--- src/rtl/mem_arb_pkg.sv ---
// Shared encodings and default widths for the two-requester memory port arbiter.
// Imported by mem_arb_picker and mem_port_arbiter.
package mem_arb_pkg;

   localparam int ADDR_W_DEF = 16;
   localparam int DATA_W_DEF = 32;

   // Wide enough for the legal MEM_LATENCY range of 1..3.
   localparam int LAT_W = 2;

   typedef enum logic {
      IDLE      = 1'b0,
      READ_WAIT = 1'b1
   } state_t;

   typedef enum logic {
      OWN_FETCH = 1'b0,
      OWN_DATA  = 1'b1
   } owner_t;

   function automatic owner_t other_owner(input owner_t own);
      return (own == OWN_FETCH) ? OWN_DATA : OWN_FETCH;
   endfunction

endpackage

--- src/rtl/mem_arb_picker.sv ---
// Combinational winner select between the fetch and data requesters.
// Build option MEM_ARB_ROUND_ROBIN_EN swaps fixed data-first priority for a last-grant flag.
module mem_arb_picker
   import mem_arb_pkg::*;
(
   input  logic clock,
   input  logic reset,
   input  logic enable,
   input  logic if_req,
   input  logic d_req,
   output logic if_win,
   output logic d_win
);

   owner_t winner;

`ifdef MEM_ARB_ROUND_ROBIN_EN
   owner_t last_gnt;

   always_comb begin
      if (if_req && d_req) begin
         winner = other_owner(last_gnt);
      end else if (d_req) begin
         winner = OWN_DATA;
      end else begin
         winner = OWN_FETCH;
      end
   end

   always_ff @(posedge clock or negedge reset) begin
      if (!reset) begin
         last_gnt <= OWN_FETCH;
      end else if (enable && (if_req || d_req)) begin
         last_gnt <= winner;
      end
   end
`else
   // Fixed priority needs no state; clock and reset are deliberately left idle.
   logic unused_seq;
   assign unused_seq = clock & reset;
   assign winner     = d_req ? OWN_DATA : OWN_FETCH;
`endif

   assign d_win  = enable && d_req  && (winner == OWN_DATA);
   assign if_win = enable && if_req && (winner == OWN_FETCH);

endmodule

--- src/rtl/mem_port_arbiter.sv ---
// Shares one single-port memory between a read-only fetch port and a read/write data port.
// One read in flight at a time; define MEM_ARB_ROUND_ROBIN_EN for round-robin arbitration.
module mem_port_arbiter
   import mem_arb_pkg::*;
#(
   parameter int ADDR_W      = ADDR_W_DEF,
   parameter int DATA_W      = DATA_W_DEF,
   parameter int MEM_LATENCY = 1
)(
   input  logic              clock,
   input  logic              reset,
   input  logic              if_req,
   input  logic [ADDR_W-1:0] if_addr,
   output logic              if_gnt,
   output logic              if_rvalid,
   output logic [DATA_W-1:0] if_rdata,
   input  logic              d_req,
   input  logic              d_we,
   input  logic [ADDR_W-1:0] d_addr,
   input  logic [DATA_W-1:0] d_wdata,
   output logic              d_gnt,
   output logic              d_rvalid,
   output logic [DATA_W-1:0] d_rdata,
   output logic              mem_wEn,
   output logic [ADDR_W-1:0] mem_address,
   output logic [DATA_W-1:0] mem_write_data,
   input  logic [DATA_W-1:0] mem_read_data
);

   state_t            state;
   owner_t            owner;
   logic [LAT_W-1:0]  lat_cnt;
   logic [ADDR_W-1:0] addr_q;

   logic enable;
   logic if_win;
   logic d_win;
   logic d_write;
   logic rd_start;

   // Grants are gated by reset so every output reads 0 while reset is held.
   assign enable = (state == IDLE) && reset;

   mem_arb_picker u_picker (
      .clock  (clock),
      .reset  (reset),
      .enable (enable),
      .if_req (if_req),
      .d_req  (d_req),
      .if_win (if_win),
      .d_win  (d_win)
   );

   assign if_gnt   = if_win;
   assign d_gnt    = d_win;
   assign d_write  = d_win && d_we;
   assign rd_start = if_win || (d_win && !d_we);

   // NOTE: every branch assigns mem_address, so always_comb infers no latch.
   always_comb begin
      if (if_win) begin
         mem_address = if_addr;
      end else if (d_win) begin
         mem_address = d_addr;
      end else begin
         mem_address = addr_q;
      end
   end

   assign mem_wEn        = d_write;
   assign mem_write_data = d_write ? d_wdata : '0;

   always_ff @(posedge clock or negedge reset) begin
      if (!reset) begin
         state     <= IDLE;
         owner     <= OWN_FETCH;
         lat_cnt   <= '0;
         addr_q    <= '0;
         if_rvalid <= 1'b0;
         d_rvalid  <= 1'b0;
         // NOTE: the rdata holding registers are plain flops, so they are reset to a known 0.
         if_rdata  <= '0;
         d_rdata   <= '0;
      end else begin
         // NOTE: non-blocking assignments keep every read here on the pre-edge values.
         if_rvalid <= 1'b0;
         d_rvalid  <= 1'b0;
         case (state)
            IDLE: begin
               if (if_win || d_win) begin
                  addr_q <= mem_address;
               end
               if (rd_start) begin
                  owner   <= d_win ? OWN_DATA : OWN_FETCH;
                  lat_cnt <= LAT_W'(MEM_LATENCY);
                  state   <= READ_WAIT;
               end
            end
            READ_WAIT: begin
               lat_cnt <= lat_cnt - 1'b1;
               if (lat_cnt == LAT_W'(1)) begin
                  if (owner == OWN_DATA) begin
                     d_rdata  <= mem_read_data;
                     d_rvalid <= 1'b1;
                  end else begin
                     if_rdata  <= mem_read_data;
                     if_rvalid <= 1'b1;
                  end
                  state <= IDLE;
               end
            end
            default: state <= IDLE;
         endcase
      end
   end

endmodule

--- config.mk ---
export PLATFORM = sky130hd
export DESIGN_NAME = mem_port_arbiter
export DESIGN_NICKNAME = d
export VERILOG_FILES = /design/src/rtl/mem_arb_pkg.sv /design/src/rtl/mem_arb_picker.sv /design/src/rtl/mem_port_arbiter.sv
export SDC_FILE = /design/constraint.sdc
export NUM_CORES = 1
export LEC_CHECK = 0
export ABC_AREA = 1
export BUFFER_PORTS_ARGS = -buffer_cell sky130_fd_sc_hd__buf_2
export CAP_MARGIN = 20
export CORE_MARGIN = 8
export CORE_UTILIZATION = 30
export DETAILED_ROUTE_END_ITERATION = 8
export SETUP_SLACK_MARGIN = 0.15
export SLEW_MARGIN = 20
export SYNTH_ARGS = -nofsm -noshare
export SYNTH_HDL_FRONTEND = slang
export SYNTH_SLANG_ARGS = --single-unit
--- constraint.sdc ---
create_clock -name clock -period 4.12 [get_ports clock]
set_input_delay 0.618 -clock clock [delete_from_list [all_inputs] [get_ports clock]]
set_output_delay 0.618 -clock clock [all_outputs]
set_load 0.005 [all_outputs]
==> results of run 1 <==
[report_power, final]
group	total [mW]	leakage, nW	internal, mW	switching [mW]
clock	0.773	0.141	0.433	0.340
sequential	1.47	1.05	1.27	0.201
combinational	1.26	1.97	0.568	0.694
[through the flow]
step,total power [mW],instance area [um^2],hold WS (ns),cells
global placement,2.75,4880,0.462,788
detailed placement,2.79,4880,0.467,788
CTS,3.60,5170,0.199,804
global route,3.83,5170,0.223,804
floorplan,2.11,3690,0.322,441
finish,3.50,5170,0.203,804
[layer usage]
layer / up-vias / global-route usage [%]
met4: 0 / 4.83
met3: 10 / 4.52
met2: 138 / 24.8
met1: 1633 / 14.4
met5: - / 0
li1: 1770 / -
[layout make-up]
type                       instances  area [um^2]  area share [%]
clock inverter                     6         50.0           0.968
tap                              147          184            3.56
timing repair buffer             220         1110            21.5
inverter                          74          278            5.37
multi-input combinational        261         1150            22.3
sequential                        86         2150            41.6
clock buffer                      10          239            4.62
[cells in the final DEF, fill, tap and decap left out]
cell        instances
clkbuf_16           9
inv_8               1
nand2_1           121
clkbuf_8            1
clkinvlp_4          1
clkinv_2            1
clkinv_4            1
nand3_2             2
nand2_2             2
o21ai_0            65
nor2_1             32
ha_1                1
dfrtp_1            86
inv_1              72
buf_2             216
o21ai_2             1
a21boi_1            1
nand3_1            33
inv_6               2
buf_4               4
inv_2               2
a31oi_1             1
nor2_4              2
[worst min path at each step]
stage	start	endpoint	slack [ns]	cells after the start
after floorplan	reset	addr_q[0]	0.32	0
after global placement	if_rdata[20]	if_rdata[20]	0.46	2
after detailed placement	d_rdata[6]	d_rdata[6]	0.47	2
after CTS	reset	if_rdata[4]	0.20	1
after global routing	reset	d_rdata[4]	0.22	1
final	reset	if_rdata[4]	0.20	1
[cell families (layout without fill, tap and decap cells)]
logic type	Yosys count	count (layout)	share of synthesized area, %
AND/OR/NAND/NOR	192	192	21.3
flip-flops	86	86	58.3
buffers and inverters	94	310	10.7
adder cells (fa/ha/maj)	1	1	0.339
AO/OA/AOI/OAI	68	68	9.42
[critical path, cell delays in order]
cell     delay (ns)
buf_4          0.33
nand2_2        0.14
nor2_4         0.36
nand2_2        0.43
nor2_1         0.21
buf_2          0.14
[flip-flops by register name, summed over array words and instances (netlist names)]
register   count
lat_cnt        2
owner          1
d_rdata       32
state          1
d_rvalid       1
if_rvalid      1
addr_q        16
if_rdata      32
==> impl_metrics.csv, run 1 <==
group,metric,value,unit
floorplan,fp-row-count,40,
placement,gp_congestion,0.942,
synthesis,yosysUniqueCellTypes,18,
power,power_leakage,3.16,nW
min_path,hold_class,"in -> async",
synthesis,netlist_area,3690,um^2
synthesis,syn_area_per_cell,8.37,um^2
sta,worst_slew_pin_slew,0.714,ns
synthesis,syn_inst,441,
sta,layout_min_cycle_time,2.86,ns
floorplan,dieArea,16100,um^2
outcome,outcome,"finished clean",
placement,pre_cts_ws,1.21,ns
worst_setup_path,reg2reg_from,"lat_cnt[1]",
global_routing,grt_max_degree,66,
cts,cts_resized,0,
floorplan,die_w,127,um
sta,rsz0062_at_grt,"no",
floorplan,start_util,30.7,%
worst_setup_path,endpoint,"mem_write_data[5]",
drt,via_count,3551,
sta,fin_crit_sh,69.5,%
cells_and_area,syn_to_final_growth,40.0,%
worst_setup_path,startpoint,"reset",
cts,cts_buffers,9,
synthesis,synth-seq-cells,86,
sta,setup_ws,1.26,ns
synthesis,ys_seq_area_share,58.3,%
sta,setup_tns,0,ns
drt,top_layer_used,"met4",
drt,wl_met3,1.01,mm
cts,h-tree-depth,3,
drt,wl_per_cell,13.8,um
global_routing,grt_pass1_vias,3566,
worst_setup_path,cp_max_fo,33,
drt,routed_wl,11.1,mm
worst_setup_path,path_class,"in -> out",
drt,drt-initial-drc-count,127,
floorplan,io_pins,218,
floorplan,coreArea,12000,um^2
synthesis,yosysWarnings,0,
sta,skew,0.00571,ns
worst_setup_path,rrSetupSlack,2.34,ns
sta,clock.fmax,349,MHz
drt,avgViaCountPerCell,4.42,
synthesis,async_reset_ff_share,100,%
synthesis,synth_area_leaders,"dfrtp_1 (58%), nand2_1 (12%), o21ai_0 (8.8%), inv_1 (7.3%), nand3_1 (4.7%)",
cts,clkSinkCount,86,
sta,slew_headroom,52.4,%
drt,final_antenna_net_count,0,
cts,clockRootBuffer,"clkbuf_16",
global_routing,overflow,0,
cts,clockBufferDepth,2,
cells_and_area,num-fill-cells,1193,
cts,holdBufCountCts,0,
sta,drv_slew,0,
sta,finalHoldViolations,0,
global_routing,grtUsageTotal,13.6,%
cts,clock_latency,0.33,ns
worst_setup_path,worstPathRequired,3.50,ns
placement,hpwlAfterDp,8.83,mm
global_routing,grt_first_pass_wirelength,17.9,mm
cells_and_area,antenna_cells,0,
worst_setup_path,r2r-end,"if_rdata[9]",
synthesis,synthFlopType,"dfrtp_1",
cts,clkTransAtPathRegs,0.07,ns
synthesis,synth_area_leader_cell,"dfrtp_1",
drt,drc,0,
cts,post_cts_buffers,0,
synthesis,syn-num-nets,543,
power,ir_worst_vdd,0.261,mV
floorplan,die_height,127,um
drt,drt-met1-wl,4.27,mm
cts,cts_tree,"yes",
drt,dr.pass1.iters,4,
drt,met2_length,5.68,mm
cells_and_area,drive_gt1_share,37.3,%
power,cellPowerDensity,677,nW/um^2
worst_setup_path,reg2regPathDepth,6,
cells_and_area,final_nets,754,
synthesis,yosysTopAreaCellShare,58.3,%
run,cap_violations,0,
synthesis,ys_top_cells_by_count,"nand2_1 (121), dfrtp_1 (86), inv_1 (72)",
worst_setup_path,cp-start-kind,"input port",
placement,io_buffers,217,
global_routing,antenna_found_initial,0,
worst_setup_path,worstSetupEndpointType,"output port",
sta,setup_viol,0,
worst_setup_path,worstPathArrival,2.25,ns
synthesis,yosysMostFrequentCell,"nand2_1",
synthesis,synth-edff-count,0,
cells_and_area,fin_util,43.0,%
(Power assumes the default switching activity.)
==> inputs of run 2 (changes only) <==
==> constraint.sdc (replaced) <==
create_clock -name clock -period 2.3 [get_ports clock]
set_input_delay 0.345 -clock clock [delete_from_list [all_inputs] [get_ports clock]]
set_output_delay 0.345 -clock clock [all_outputs]
set_load 0.005 [all_outputs]
==> impl_metrics.csv, run 2 (same netlist as run 1, synthesis figures left out) <==
group,metric,value,unit
cells_and_area,final_nets,757,
power,power_leakage,3.19,nW
cts,clock_latency,0.33,ns
global_routing,grt_util_met1,14.9,%
floorplan,fp-row-count,40,
cells_and_area,antenna_cells,0,
cts,cts_buffers,9,
cells_and_area,drive_gt1_share,37.3,%
placement,io_buffers,217,
cells_and_area,syn_to_final_growth,41.3,%
min_path,hold_class,"in -> async",
floorplan,dieArea,16100,um^2
sta,slew_headroom,60.2,%
worst_setup_path,slowest_delay,0.45,ns
sta,skew,0.00940,ns
cells_and_area,mostFrequentLayoutCells,"buf_2 (216), nand2_1 (121), dfrtp_1 (86), inv_1 (72), o21ai_0 (65)",
worst_setup_path,worstSetupEndpointType,"output port",
cells_and_area,fin_cells,807,
cells_and_area,mostFrequentLayoutCell,"buf_2",
global_routing,use_met3,4.94,%
floorplan,start_util,30.7,%
run,cap_violations,0,
drt,drc,0,
placement,hpwlAfterDp,9.05,mm
cells_and_area,largestRegisters,"d_rdata: 32 flops, if_rdata: 32 flops, addr_q: 16 flops",
placement,gp_congestion,0.942,
global_routing,grt_first_pass_wirelength,18.5,mm
cts,cts_tree,"yes",
sta,setup_viol,0,
floorplan,die_w,127,um
worst_setup_path,worstPathRequired,1.96,ns
power,cellPowerDensity,1210,nW/um^2
worst_setup_path,worstPathArrival,1.66,ns
sta,clock.fmax,500,MHz
sta,rsz0062_at_grt,"no",
drt,wl_per_cell,14.2,um
global_routing,grt_pass1_vias,3689,
cts,clockBufferDepth,2,
cts,holdBufCountCts,0,
drt,dr.pass1.iters,4,
global_routing,grtUsageTotal,14.1,%
power,total_power,6.30,mW
sta,finalHoldViolations,0,
drt,routed_wl,11.5,mm
drt,final_antenna_net_count,0,
sta,setup_tns,0,ns
worst_setup_path,crit_chain,"inv_2 -> nand2_2 -> inv_2 -> nand2_1 -> nor2_4 -> buf_12 -> nand2_1 -> nand3_1 -> buf_2",
worst_setup_path,path_class,"reg -> out",
sta,worst_slew_pin_slew,0.597,ns
drt,drt-initial-drc-count,143,
global_routing,grt_busiest_layer,"met2",
worst_setup_path,cp-start-kind,"flop",
sta,fin_crit_sh,87.0,%
drt,via_count,3563,
cells_and_area,fin_util,43.4,%
drt,avgViaCountPerCell,4.42,
sta,layout_min_cycle_time,2.00,ns
floorplan,io_pins,218,
worst_setup_path,crit_slowest_cell,"dfrtp_1",
placement,place_inst,790,
floorplan,coreArea,12000,um^2
global_routing,met2_usage,25.9,%
worst_setup_path,r2r-end,"d_rdata[8]",
global_routing,overflow,0,
worst_setup_path,reg2regPathDepth,5,
sta,drv_slew,0,
cts,clockRootBuffer,"clkbuf_16",
cts,h-tree-depth,3,
cts,clkTransAtPathRegs,0.06,ns
global_routing,antenna_found_initial,0,
worst_setup_path,rrSetupSlack,0.64,ns
worst_setup_path,cp_max_fo,18,
floorplan,die_height,127,um
global_routing,grt_max_degree,66,
worst_setup_path,reg2reg_from,"lat_cnt[1]",
power,ir_worst_vdd,0.547,mV
cts,clkSinkCount,86,
outcome,outcome,"finished clean",
-- run 2: cell types whose count changed in the layout (fill, tap and decap cells not counted), sizes merged --
cell	before	now
clkbuf	10	12
inv	77	75
buf	220	223
-- run 2: worst max-delay path: cells and delay by family (launching register included) --
kind | cells | cell delay [ns]
buffers and inverters | 4 | 0.44
AND/OR/NAND/NOR | 5 | 0.44
flip-flops | 1 | 0.45
-- run 2: report_power, final --
group | internal (mW) | total, mW | switching (mW)
Sequential | 2.27 | 2.64 | 0.371
Clock | 0.766 | 1.35 | 0.579
Combinational | 1.05 | 2.32 | 1.27
Total | 4.08 | 6.30 | 2.23
-- run 2: how the worst max path moves through the flow --
stage                       from                  to  slack [ns]
final                      state      mem_address[1]        0.30
after global routing       state      mem_address[1]        0.15
after CTS                  state  mem_write_data[18]        0.24
after detailed placement   state      mem_address[1]        0.51
after global placement    if_req     mem_address[11]        0.56
after floorplan            state      mem_address[0]        0.81
-- run 2: final cells by class --
type                            instances  area [um^2]
Clock inverter                          4         30.0
Inverter                               74          278
Multi-Input combinational cell        261         1170
Timing Repair Buffer                  223         1160
Sequential cell                        86         2150
Fill cell                            1229         6800
Tap cell                              147          184
Clock buffer                           12          246
-- run 2: metal layers --
| metal | part of all wire [%] | wire length, um |
|---|---|---|
| met5 | 0 | 0 |
| met2 | 52 | 5910 |
| met1 | 39 | 4430 |
| met4 | 0.82 | 94 |
| met3 | 8.9 | 1020 |
-- run 2: per-stage QoR --
step	setup WS, ns	hold slack, ns	instance area (um^2)
after global placement	0.565	0.463	4910
after CTS	0.240	0.111	5200
final	0.298	0.101	5220
after floorplan	0.813	0.0494	3690
after detailed placement	0.509	0.468	4910
after global routing	0.153	0.139	5220
-- run 2: what timing repair did --
| action | CTS | global route |
|---|---|---|
| gates resized for setup | 0 | 2 |
| endpoints found under the hold margin | 0 | 0 |
| cloned | 0 | 0 |
| pin swaps | 1 | 0 |
| buffers inserted | 1 | 0 |
| setup endpoints to repair | 1 | 15 |
